**src/rtl/bus_xbar_if.sv**
```systemverilog
// Signal bundle for bus_xbar: master-side request/strobe/data and slave-side decode/return.
// Modport "slave" is the crossbar's view; modport "master" is the attached bus agents' view.
interface bus_xbar_if #(
  parameter int unsigned NUM_M  = 4,
  parameter int unsigned NUM_S  = 8,
  parameter int unsigned ADDR_W = 30,
  parameter int unsigned DATA_W = 32
);
  logic [NUM_M-1:0]        m_req_;
  logic [NUM_M-1:0]        m_grnt_;
  logic [NUM_M*ADDR_W-1:0] m_addr;
  logic [NUM_M-1:0]        m_as_;
  logic [NUM_M-1:0]        m_rw;
  logic [NUM_M*DATA_W-1:0] m_wr_data;
  logic [DATA_W-1:0]       m_rd_data;
  logic                    m_rdy_;
  logic                    m_err;
  logic [ADDR_W-1:0]       s_addr;
  logic                    s_as_;
  logic                    s_rw;
  logic [DATA_W-1:0]       s_wr_data;
  logic [NUM_S-1:0]        s_cs_;
  logic [NUM_S*DATA_W-1:0] s_rd_data;
  logic [NUM_S-1:0]        s_rdy_;

  modport slave (
    input  m_req_, m_addr, m_as_, m_rw, m_wr_data, s_rd_data, s_rdy_,
    output m_grnt_, m_rd_data, m_rdy_, m_err, s_addr, s_as_, s_rw, s_wr_data, s_cs_
  );

  modport master (
    output m_req_, m_addr, m_as_, m_rw, m_wr_data, s_rd_data, s_rdy_,
    input  m_grnt_, m_rd_data, m_rdy_, m_err, s_addr, s_as_, s_rw, s_wr_data, s_cs_
  );
endinterface

```
**src/rtl/bus_xbar.sv**
```systemverilog
// Shared-bus crossbar: round-robin owner, request mux, address decode, read/ready return.
// Optional hung-access abort is enabled by defining BUS_XBAR_TIMEOUT_EN.
module bus_xbar #(
  parameter int unsigned NUM_M       = 4,
  parameter int unsigned NUM_S       = 8,
  parameter int unsigned ADDR_W      = 30,
  parameter int unsigned DATA_W      = 32,
  parameter int unsigned TIMEOUT_CYC = 255
) (
  input  logic       clk,
  input  logic       reset,
  bus_xbar_if.slave  bus
);

  localparam int unsigned OW = $clog2(NUM_M);
  localparam int unsigned SW = $clog2(NUM_S);

  localparam logic [0:0] S_IDLE = 1'b0;
  localparam logic [0:0] S_WAIT = 1'b1;

  logic [0:0]        state;
  logic              pend;
  logic [OW-1:0]     own;
  logic [OW-1:0]     next_own;
  logic              found;
  int unsigned       idx;

  logic [ADDR_W-1:0] own_addr;
  logic              own_as_;
  logic              own_rw;
  logic [DATA_W-1:0] own_wd;

  logic [ADDR_W-1:0] lat_addr;
  logic              lat_rw;
  logic [ADDR_W-1:0] dec_addr;
  logic              dec_rw;
  logic [SW-1:0]     sel;
  logic [NUM_S-1:0]  cs_;
  logic [NUM_M-1:0]  grnt_;

  logic [DATA_W-1:0] slv_data;
  logic              slv_rdy_;
  logic [DATA_W-1:0] rd_data;
  logic              rdy_int;
  logic              err;
  logic              to_hit;

  assign pend = (state == S_WAIT);

  always_comb begin
    own_addr = '0;
    own_as_  = 1'b1;
    own_rw   = 1'b1;
    own_wd   = '0;
    for (int unsigned i = 0; i < NUM_M; i++) begin
      if (own == OW'(i)) begin
        own_addr = bus.m_addr[i*ADDR_W +: ADDR_W];
        own_as_  = bus.m_as_[i];
        own_rw   = bus.m_rw[i];
        own_wd   = bus.m_wr_data[i*DATA_W +: DATA_W];
      end
    end
  end

  always_comb begin
    for (int unsigned i = 0; i < NUM_M; i++) begin
      grnt_[i] = (own != OW'(i));
    end
  end

  // Round-robin search starts just past the current owner and wraps.
  always_comb begin
    next_own = own;
    found    = 1'b0;
    idx      = 0;
    if (bus.m_req_[own]) begin
      for (int unsigned k = 1; k < NUM_M; k++) begin
        idx = own + k;
        if (idx >= NUM_M) idx = idx - NUM_M;
        if (!found && !bus.m_req_[idx]) begin
          next_own = OW'(idx);
          found    = 1'b1;
        end
      end
    end
  end

  // While waiting, decode follows the address captured at the strobe so the
  // owner may drop or change its strobe/address after the first cycle.
  always_comb begin
    dec_addr = pend ? lat_addr : own_addr;
    dec_rw   = pend ? lat_rw   : own_rw;
    sel      = dec_addr[ADDR_W-1 -: SW];
  end

  always_comb begin
    slv_data = '0;
    slv_rdy_ = 1'b1;
    for (int unsigned i = 0; i < NUM_S; i++) begin
      cs_[i] = (sel != SW'(i));
      if (sel == SW'(i)) begin
        slv_data = bus.s_rd_data[i*DATA_W +: DATA_W];
        slv_rdy_ = bus.s_rdy_[i];
      end
    end
  end

`ifdef BUS_XBAR_TIMEOUT_EN
  localparam logic [7:0] TO_LAST = 8'(TIMEOUT_CYC - 1);

  logic [7:0] to_cnt;

  // to_cnt counts completed WAIT cycles, so the abort lands TIMEOUT_CYC cycles after the strobe.
  always_ff @(posedge clk or negedge reset) begin
    if (!reset) begin
      to_cnt <= '0;
    end else if (!pend) begin
      to_cnt <= '0;
    end else if (to_cnt != '1) begin
      to_cnt <= to_cnt + 8'd1;
    end
  end

  assign to_hit = pend && (to_cnt == TO_LAST);
`else
  assign to_hit = 1'b0;
`endif

  // A genuine slave ready takes priority over the timeout abort.
  always_comb begin
    rd_data = slv_data;
    rdy_int = 1'b1;
    err     = 1'b0;
    if (!own_as_ || pend) begin
      rdy_int = slv_rdy_;
    end
    if (to_hit && slv_rdy_) begin
      rdy_int = 1'b0;
      rd_data = '0;
      err     = 1'b1;
    end
  end

  always_ff @(posedge clk or negedge reset) begin
    if (!reset) begin
      state    <= S_IDLE;
      own      <= '0;
      lat_addr <= '0;
      lat_rw   <= 1'b1;
    end else begin
      case (state)
        S_IDLE: begin
          if (!own_as_) begin
            if (rdy_int) begin
              state    <= S_WAIT;
              lat_addr <= own_addr;
              lat_rw   <= own_rw;
            end
          end else begin
            own <= next_own;
          end
        end
        S_WAIT: begin
          if (!rdy_int) state <= S_IDLE;
        end
        default: state <= S_IDLE;
      endcase
    end
  end

  assign bus.m_grnt_   = grnt_;
  assign bus.m_rd_data = rd_data;
  assign bus.m_rdy_    = rdy_int;
  assign bus.m_err     = err;
  assign bus.s_addr    = dec_addr;
  assign bus.s_as_     = own_as_;
  assign bus.s_rw      = dec_rw;
  assign bus.s_wr_data = own_wd;
  assign bus.s_cs_     = cs_;

endmodule

```
**src/flat_wrapper.sv**
```systemverilog
// flat-port wrapper written by rule: the top's interface ports become plain ports
module bus_xbar_flat 
#(
  parameter int unsigned NUM_M       = 4,
  parameter int unsigned NUM_S       = 8,
  parameter int unsigned ADDR_W      = 30,
  parameter int unsigned DATA_W      = 32,
  parameter int unsigned TIMEOUT_CYC = 255
)
  (clk, reset, bus_m_req_, bus_m_addr, bus_m_as_, bus_m_rw, bus_m_wr_data, bus_s_rd_data, bus_s_rdy_, bus_m_grnt_, bus_m_rd_data, bus_m_rdy_, bus_m_err, bus_s_addr, bus_s_as_, bus_s_rw, bus_s_wr_data, bus_s_cs_);
  bus_xbar_if #(.NUM_M(NUM_M), .NUM_S(NUM_S), .ADDR_W(ADDR_W), .DATA_W(DATA_W)) bus_i ();
  input  logic clk;
  input  logic reset;
  input wire logic [$bits(bus_i.m_req_)-1:0] bus_m_req_;
  input wire logic [$bits(bus_i.m_addr)-1:0] bus_m_addr;
  input wire logic [$bits(bus_i.m_as_)-1:0] bus_m_as_;
  input wire logic [$bits(bus_i.m_rw)-1:0] bus_m_rw;
  input wire logic [$bits(bus_i.m_wr_data)-1:0] bus_m_wr_data;
  input wire logic [$bits(bus_i.s_rd_data)-1:0] bus_s_rd_data;
  input wire logic [$bits(bus_i.s_rdy_)-1:0] bus_s_rdy_;
  output wire logic [$bits(bus_i.m_grnt_)-1:0] bus_m_grnt_;
  output wire logic [$bits(bus_i.m_rd_data)-1:0] bus_m_rd_data;
  output wire logic [$bits(bus_i.m_rdy_)-1:0] bus_m_rdy_;
  output wire logic [$bits(bus_i.m_err)-1:0] bus_m_err;
  output wire logic [$bits(bus_i.s_addr)-1:0] bus_s_addr;
  output wire logic [$bits(bus_i.s_as_)-1:0] bus_s_as_;
  output wire logic [$bits(bus_i.s_rw)-1:0] bus_s_rw;
  output wire logic [$bits(bus_i.s_wr_data)-1:0] bus_s_wr_data;
  output wire logic [$bits(bus_i.s_cs_)-1:0] bus_s_cs_;
  assign bus_i.m_req_ = bus_m_req_;
  assign bus_i.m_addr = bus_m_addr;
  assign bus_i.m_as_ = bus_m_as_;
  assign bus_i.m_rw = bus_m_rw;
  assign bus_i.m_wr_data = bus_m_wr_data;
  assign bus_i.s_rd_data = bus_s_rd_data;
  assign bus_i.s_rdy_ = bus_s_rdy_;
  assign bus_m_grnt_ = bus_i.m_grnt_;
  assign bus_m_rd_data = bus_i.m_rd_data;
  assign bus_m_rdy_ = bus_i.m_rdy_;
  assign bus_m_err = bus_i.m_err;
  assign bus_s_addr = bus_i.s_addr;
  assign bus_s_as_ = bus_i.s_as_;
  assign bus_s_rw = bus_i.s_rw;
  assign bus_s_wr_data = bus_i.s_wr_data;
  assign bus_s_cs_ = bus_i.s_cs_;
  bus_xbar #(.NUM_M(NUM_M), .NUM_S(NUM_S), .ADDR_W(ADDR_W), .DATA_W(DATA_W), .TIMEOUT_CYC(TIMEOUT_CYC)) u_core (.clk(clk), .reset(reset), .bus(bus_i));
endmodule
```
**config.mk**
```make
export PLATFORM = sky130hd
export DESIGN_NAME = bus_xbar_flat
export DESIGN_NICKNAME = d
export VERILOG_FILES = /design/src/rtl/bus_xbar_if.sv /design/src/rtl/bus_xbar.sv /design/src/flat_wrapper.sv
export SDC_FILE = /design/constraint.sdc
export NUM_CORES = 1
export LEC_CHECK = 0
export CAP_MARGIN = 20
export CELL_PAD_IN_SITES_DETAIL_PLACEMENT = 0
export CELL_PAD_IN_SITES_GLOBAL_PLACEMENT = 1
export CORE_AREA = 2 2 249 251
export CTS_CLUSTER_DIAMETER = 30
export CTS_CLUSTER_SIZE = 40
export DETAILED_ROUTE_END_ITERATION = 7
export DIE_AREA = 0 0 251 253
export GPL_ROUTABILITY_DRIVEN = 0
export PLACE_DENSITY_LB_ADDON = 0.15
export SYNTH_ARGS = -nofsm -noshare
export SYNTH_HDL_FRONTEND = slang
export SYNTH_SLANG_ARGS = --single-unit
```
**constraint.sdc**
```tcl
create_clock -name clk -period 11 [get_ports clk]
set_clock_uncertainty 0.15 [all_clocks]
set_input_delay 2.75 -clock clk [delete_from_list [all_inputs] [get_ports clk]]
set_output_delay 2.75 -clock clk [all_outputs]
set_load 0.05 [all_outputs]
```
==> results.toml <==
[setup_path]
crit_arrival_ns = 7.12
worstPathRequired_ns = 8.10
critPathLaunch = "bus_m_addr[59]"
timing.rr.end = "u_core.lat_addr[4]"
endpoint_kind = "output port"
worstReg2RegStart = "u_core.own[1]"
r2r_cells = 11
crit_type = "primary input to output port"
crit_path_max_fanout = 38
r2r_slack_ns = 6.03
critPathLaunchType = "primary input"

[clocking]
clock_latency_ns = 0.29
cts_resized = 0
clkSinkCount = 34
ctsHoldBuffers = 0
cts_setup_buffers = 0
cts_made_buffers = 5
clock-root-buffer = "clkbuf_16"
path_clk_slew_ns = 0.06
cts_buffer_depth = 2
htreeDepth = 2
tritoncts = "built"

[global_route]
grt.total_usage_pct = 15.5
overflow = 0
grt_max_degree = 76
antenna_found_initial = 8
grt_pass1_vias = 9873
grt_pass1_wl_um = 72700

[sta]
setup_viol = 0
max_slew_margin_pct = 33.6
tightest_slew_ns = 0.997
slew_violations = 0
tns_ns = 0
hold_viol_final = 0
rsz0062_at_grt = "no"
fin_ws_ns = 0.981
finalCriticalPeriod_ns = 10.02
fmax_mhz = 99.8
period_share_pct = 91.1

[status]
status = "finished clean"

[synthesis]
synthCells = 983
netlist_area_um2 = 6630
async_flop_share_pct = 100
synth_edf_count = 0
ys_seq_area_share_pct = 12.9
ys_warn_count = 0
yosysTopAreaCell = "dfrtp_1"
syn-num-nets = 1513
yosys-top-cells-area = "dfrtp_1 (12%), a21oi_1 (12%), nand2_1 (8.3%)"
synth.top_cell.area_share_pct = 12.5
synth_flop_cell = "dfrtp_1"
synth_cell_types = 58
avgSynthCellArea_um2 = 6.74
ys_ff_latch = 34

[floorplan]
dieWidth_um = 251
pin_count = 636
die_h_um = 253
fp.dieArea_um2 = 63500
core_um2 = 61000
num_rows = 91
initial_core_util_pct = 10.9

[drt]
avgRoutedWirePerCell_um = 22.3
route.detailed.drc = 0
wl_um = 52200
vias = 9581
drtPass1Iterations = 5
drt_iter0_drc = 378
antenna_left = 0
vias_per_cell = 4.10

[job]
drv_cap = 0

[power]
total_power_w = 0.00567
power_density_nw_per_um2 = 408
ir_worst_vdd_v = 0.000170
leakagePower_nw = 5.21

[layout]
drive_gt1_share_pct = 7.39
syn2layout_area_growth_pct = 110
final_area_um2 = 13900
nNetsFinal = 2071

[worst_hold_path]
hold_start = "u_core.lat_rw"
hold_path_class = "flip-flop to flip-flop"
hold_depth = 2
hold_path_end = "u_core.lat_rw"

[placement]
pre_cts_slack_ns = 0.952
dpl_cell_area_um2 = 13700
io_buffers = 634
dpl.hpwl_um = 41100
==> synth_stat cells, types with 2 or more instances <==
cell       number
a211oi_1        3
a21o_1          2
a21oi_1       164
a221o_1         8
a221oi_1        8
a22oi_1        19
a32oi_1        11
and2_1          2
and3_1         51
and3b_1         3
and4_1          8
buf_1          16
buf_2          10
buf_4           2
buf_6           3
clkbuf_1       69
dfrtp_1        33
ha_1            4
inv_1          10
inv_2           2
mux2_2         43
mux2_4         27
mux2i_1        51
nand2_1       147
nand3_1        53
nand3b_1        3
nand4_1         2
nor2_1         50
nor2b_1         5
nor3_1          8
nor3b_1         4
o211ai_1       15
o21ai_0        97
o22a_1         11
o2bb2ai_1       8
o31ai_1         2
o32ai_1         8
==> layout make-up <==
| type | count | area (um^2) |
|---|---|---|
| clock buffers | 6 | 139 |
| multi-input cells | 836 | 5360 |
| repair buffers | 651 | 6480 |
| clock inverters | 2 | 12.5 |
| well taps | 790 | 988 |
| flip-flops and latches | 34 | 853 |
| fillers | 6785 | 47100 |
| diodes | 7 | 17.5 |
| inverters | 13 | 50.0 |
==> logic make-up (layout without fill, tap and decap cells) <==
kind of cell / Yosys count / after routing / share of synthesized area [%]
buf+inv: 113 / 672 / 7.04
fa+ha+maj: 4 / 4 / 0.755
mux: 122 / 122 / 21.5
other cells: 1 / 8 / 0.0566
compound gates: 368 / 368 / 33.6
simple gates: 340 / 340 / 24.1
xor+xnor: 1 / 1 / 0.132
flops: 34 / 34 / 12.9
==> power by group <==
group	switching [W]	internal, W
logic	0.00346	0.00183
clock network	0.0000654	0.0000900
registers	0.0000405	0.000184
==> worst max-delay path: stages <==
cell and delay, ns:
clkdlybuf4s50_1 0.40, a21oi_1 0.22, a211oi_2 0.16, buf_4 0.23, o21ai_4 0.17, clkinv_2 0.65
nor2_1 1.01, a22oi_1 0.26, a221oi_1 0.35, clkdlybuf4s50_1 0.87
==> worst max path at each step <==
stage | to | slack [ns] | depth (start not counted)
detailed placement | bus_m_rd_data[0] | 0.95 | 10
finish | bus_m_rd_data[31] | 0.98 | 10
global route | bus_m_rd_data[0] | 0.76 | 10
global placement | bus_m_rd_data[16] | 0.99 | 10
floorplan | bus_m_rd_data[0] | 2.42 | 8
CTS | bus_m_rd_data[0] | 0.94 | 10
==> through the flow <==
stage / std cells / hold slack, ns / util, %
2_1_floorplan: 983 / 0.294 / -
3_3_place_gp: 2323 / 0.304 / 22.5
3_5_place_dp: 2323 / 0.313 / 22.5
4_1_cts: 2331 / 0.324 / 22.7
5_1_grt: 2339 / 0.338 / 22.8
6_report: 2339 / 0.318 / 22.8
==> registers in the layout, summed over array words and instances, names as in the netlist <==
signal	count
u_core.pend	1
u_core.lat_rw	1
u_core.lat_addr	30
u_core.own	2
==> routing by layer <==
layer	wire length, um	share of wire (%)	global-route usage, %	vias to the layer above
met2	27200	52	28.2	242
li1	-	-	-	4763
met5	13	0.025	0	-
met3	1910	3.7	2.18	24
met4	529	1.0	2.96	2
met1	22500	43	19.4	4550
==> layout by cell type (no fill, tap or decap), types with 3 or more instances in the layout <==
master	synthesis	layout
nand3_1	53	53
and3_1	51	51
clkdlybuf4s50_1	0	633
nor3_1	8	8
diode_2	0	7
o32ai_1	8	8
buf_4	2	16
nor2_1	50	49
and3b_1	3	3
a21oi_1	164	164
clkbuf_16	0	5
mux2_2	43	43
nor3b_1	4	4
mux2_4	27	27
a22oi_1	19	19
inv_2	2	3
o2bb2ai_1	8	8
a221oi_1	8	8
a221o_1	8	8
a211oi_1	3	3
o21ai_0	97	97
a32oi_1	11	11
o22a_1	11	11
and4_1	8	8
nand3b_1	3	3
mux2i_1	51	51
o211ai_1	15	15
nand2_1	147	147
inv_1	10	8
nor2b_1	5	5
dfrtp_1	33	32
(Power assumes the default switching activity.)
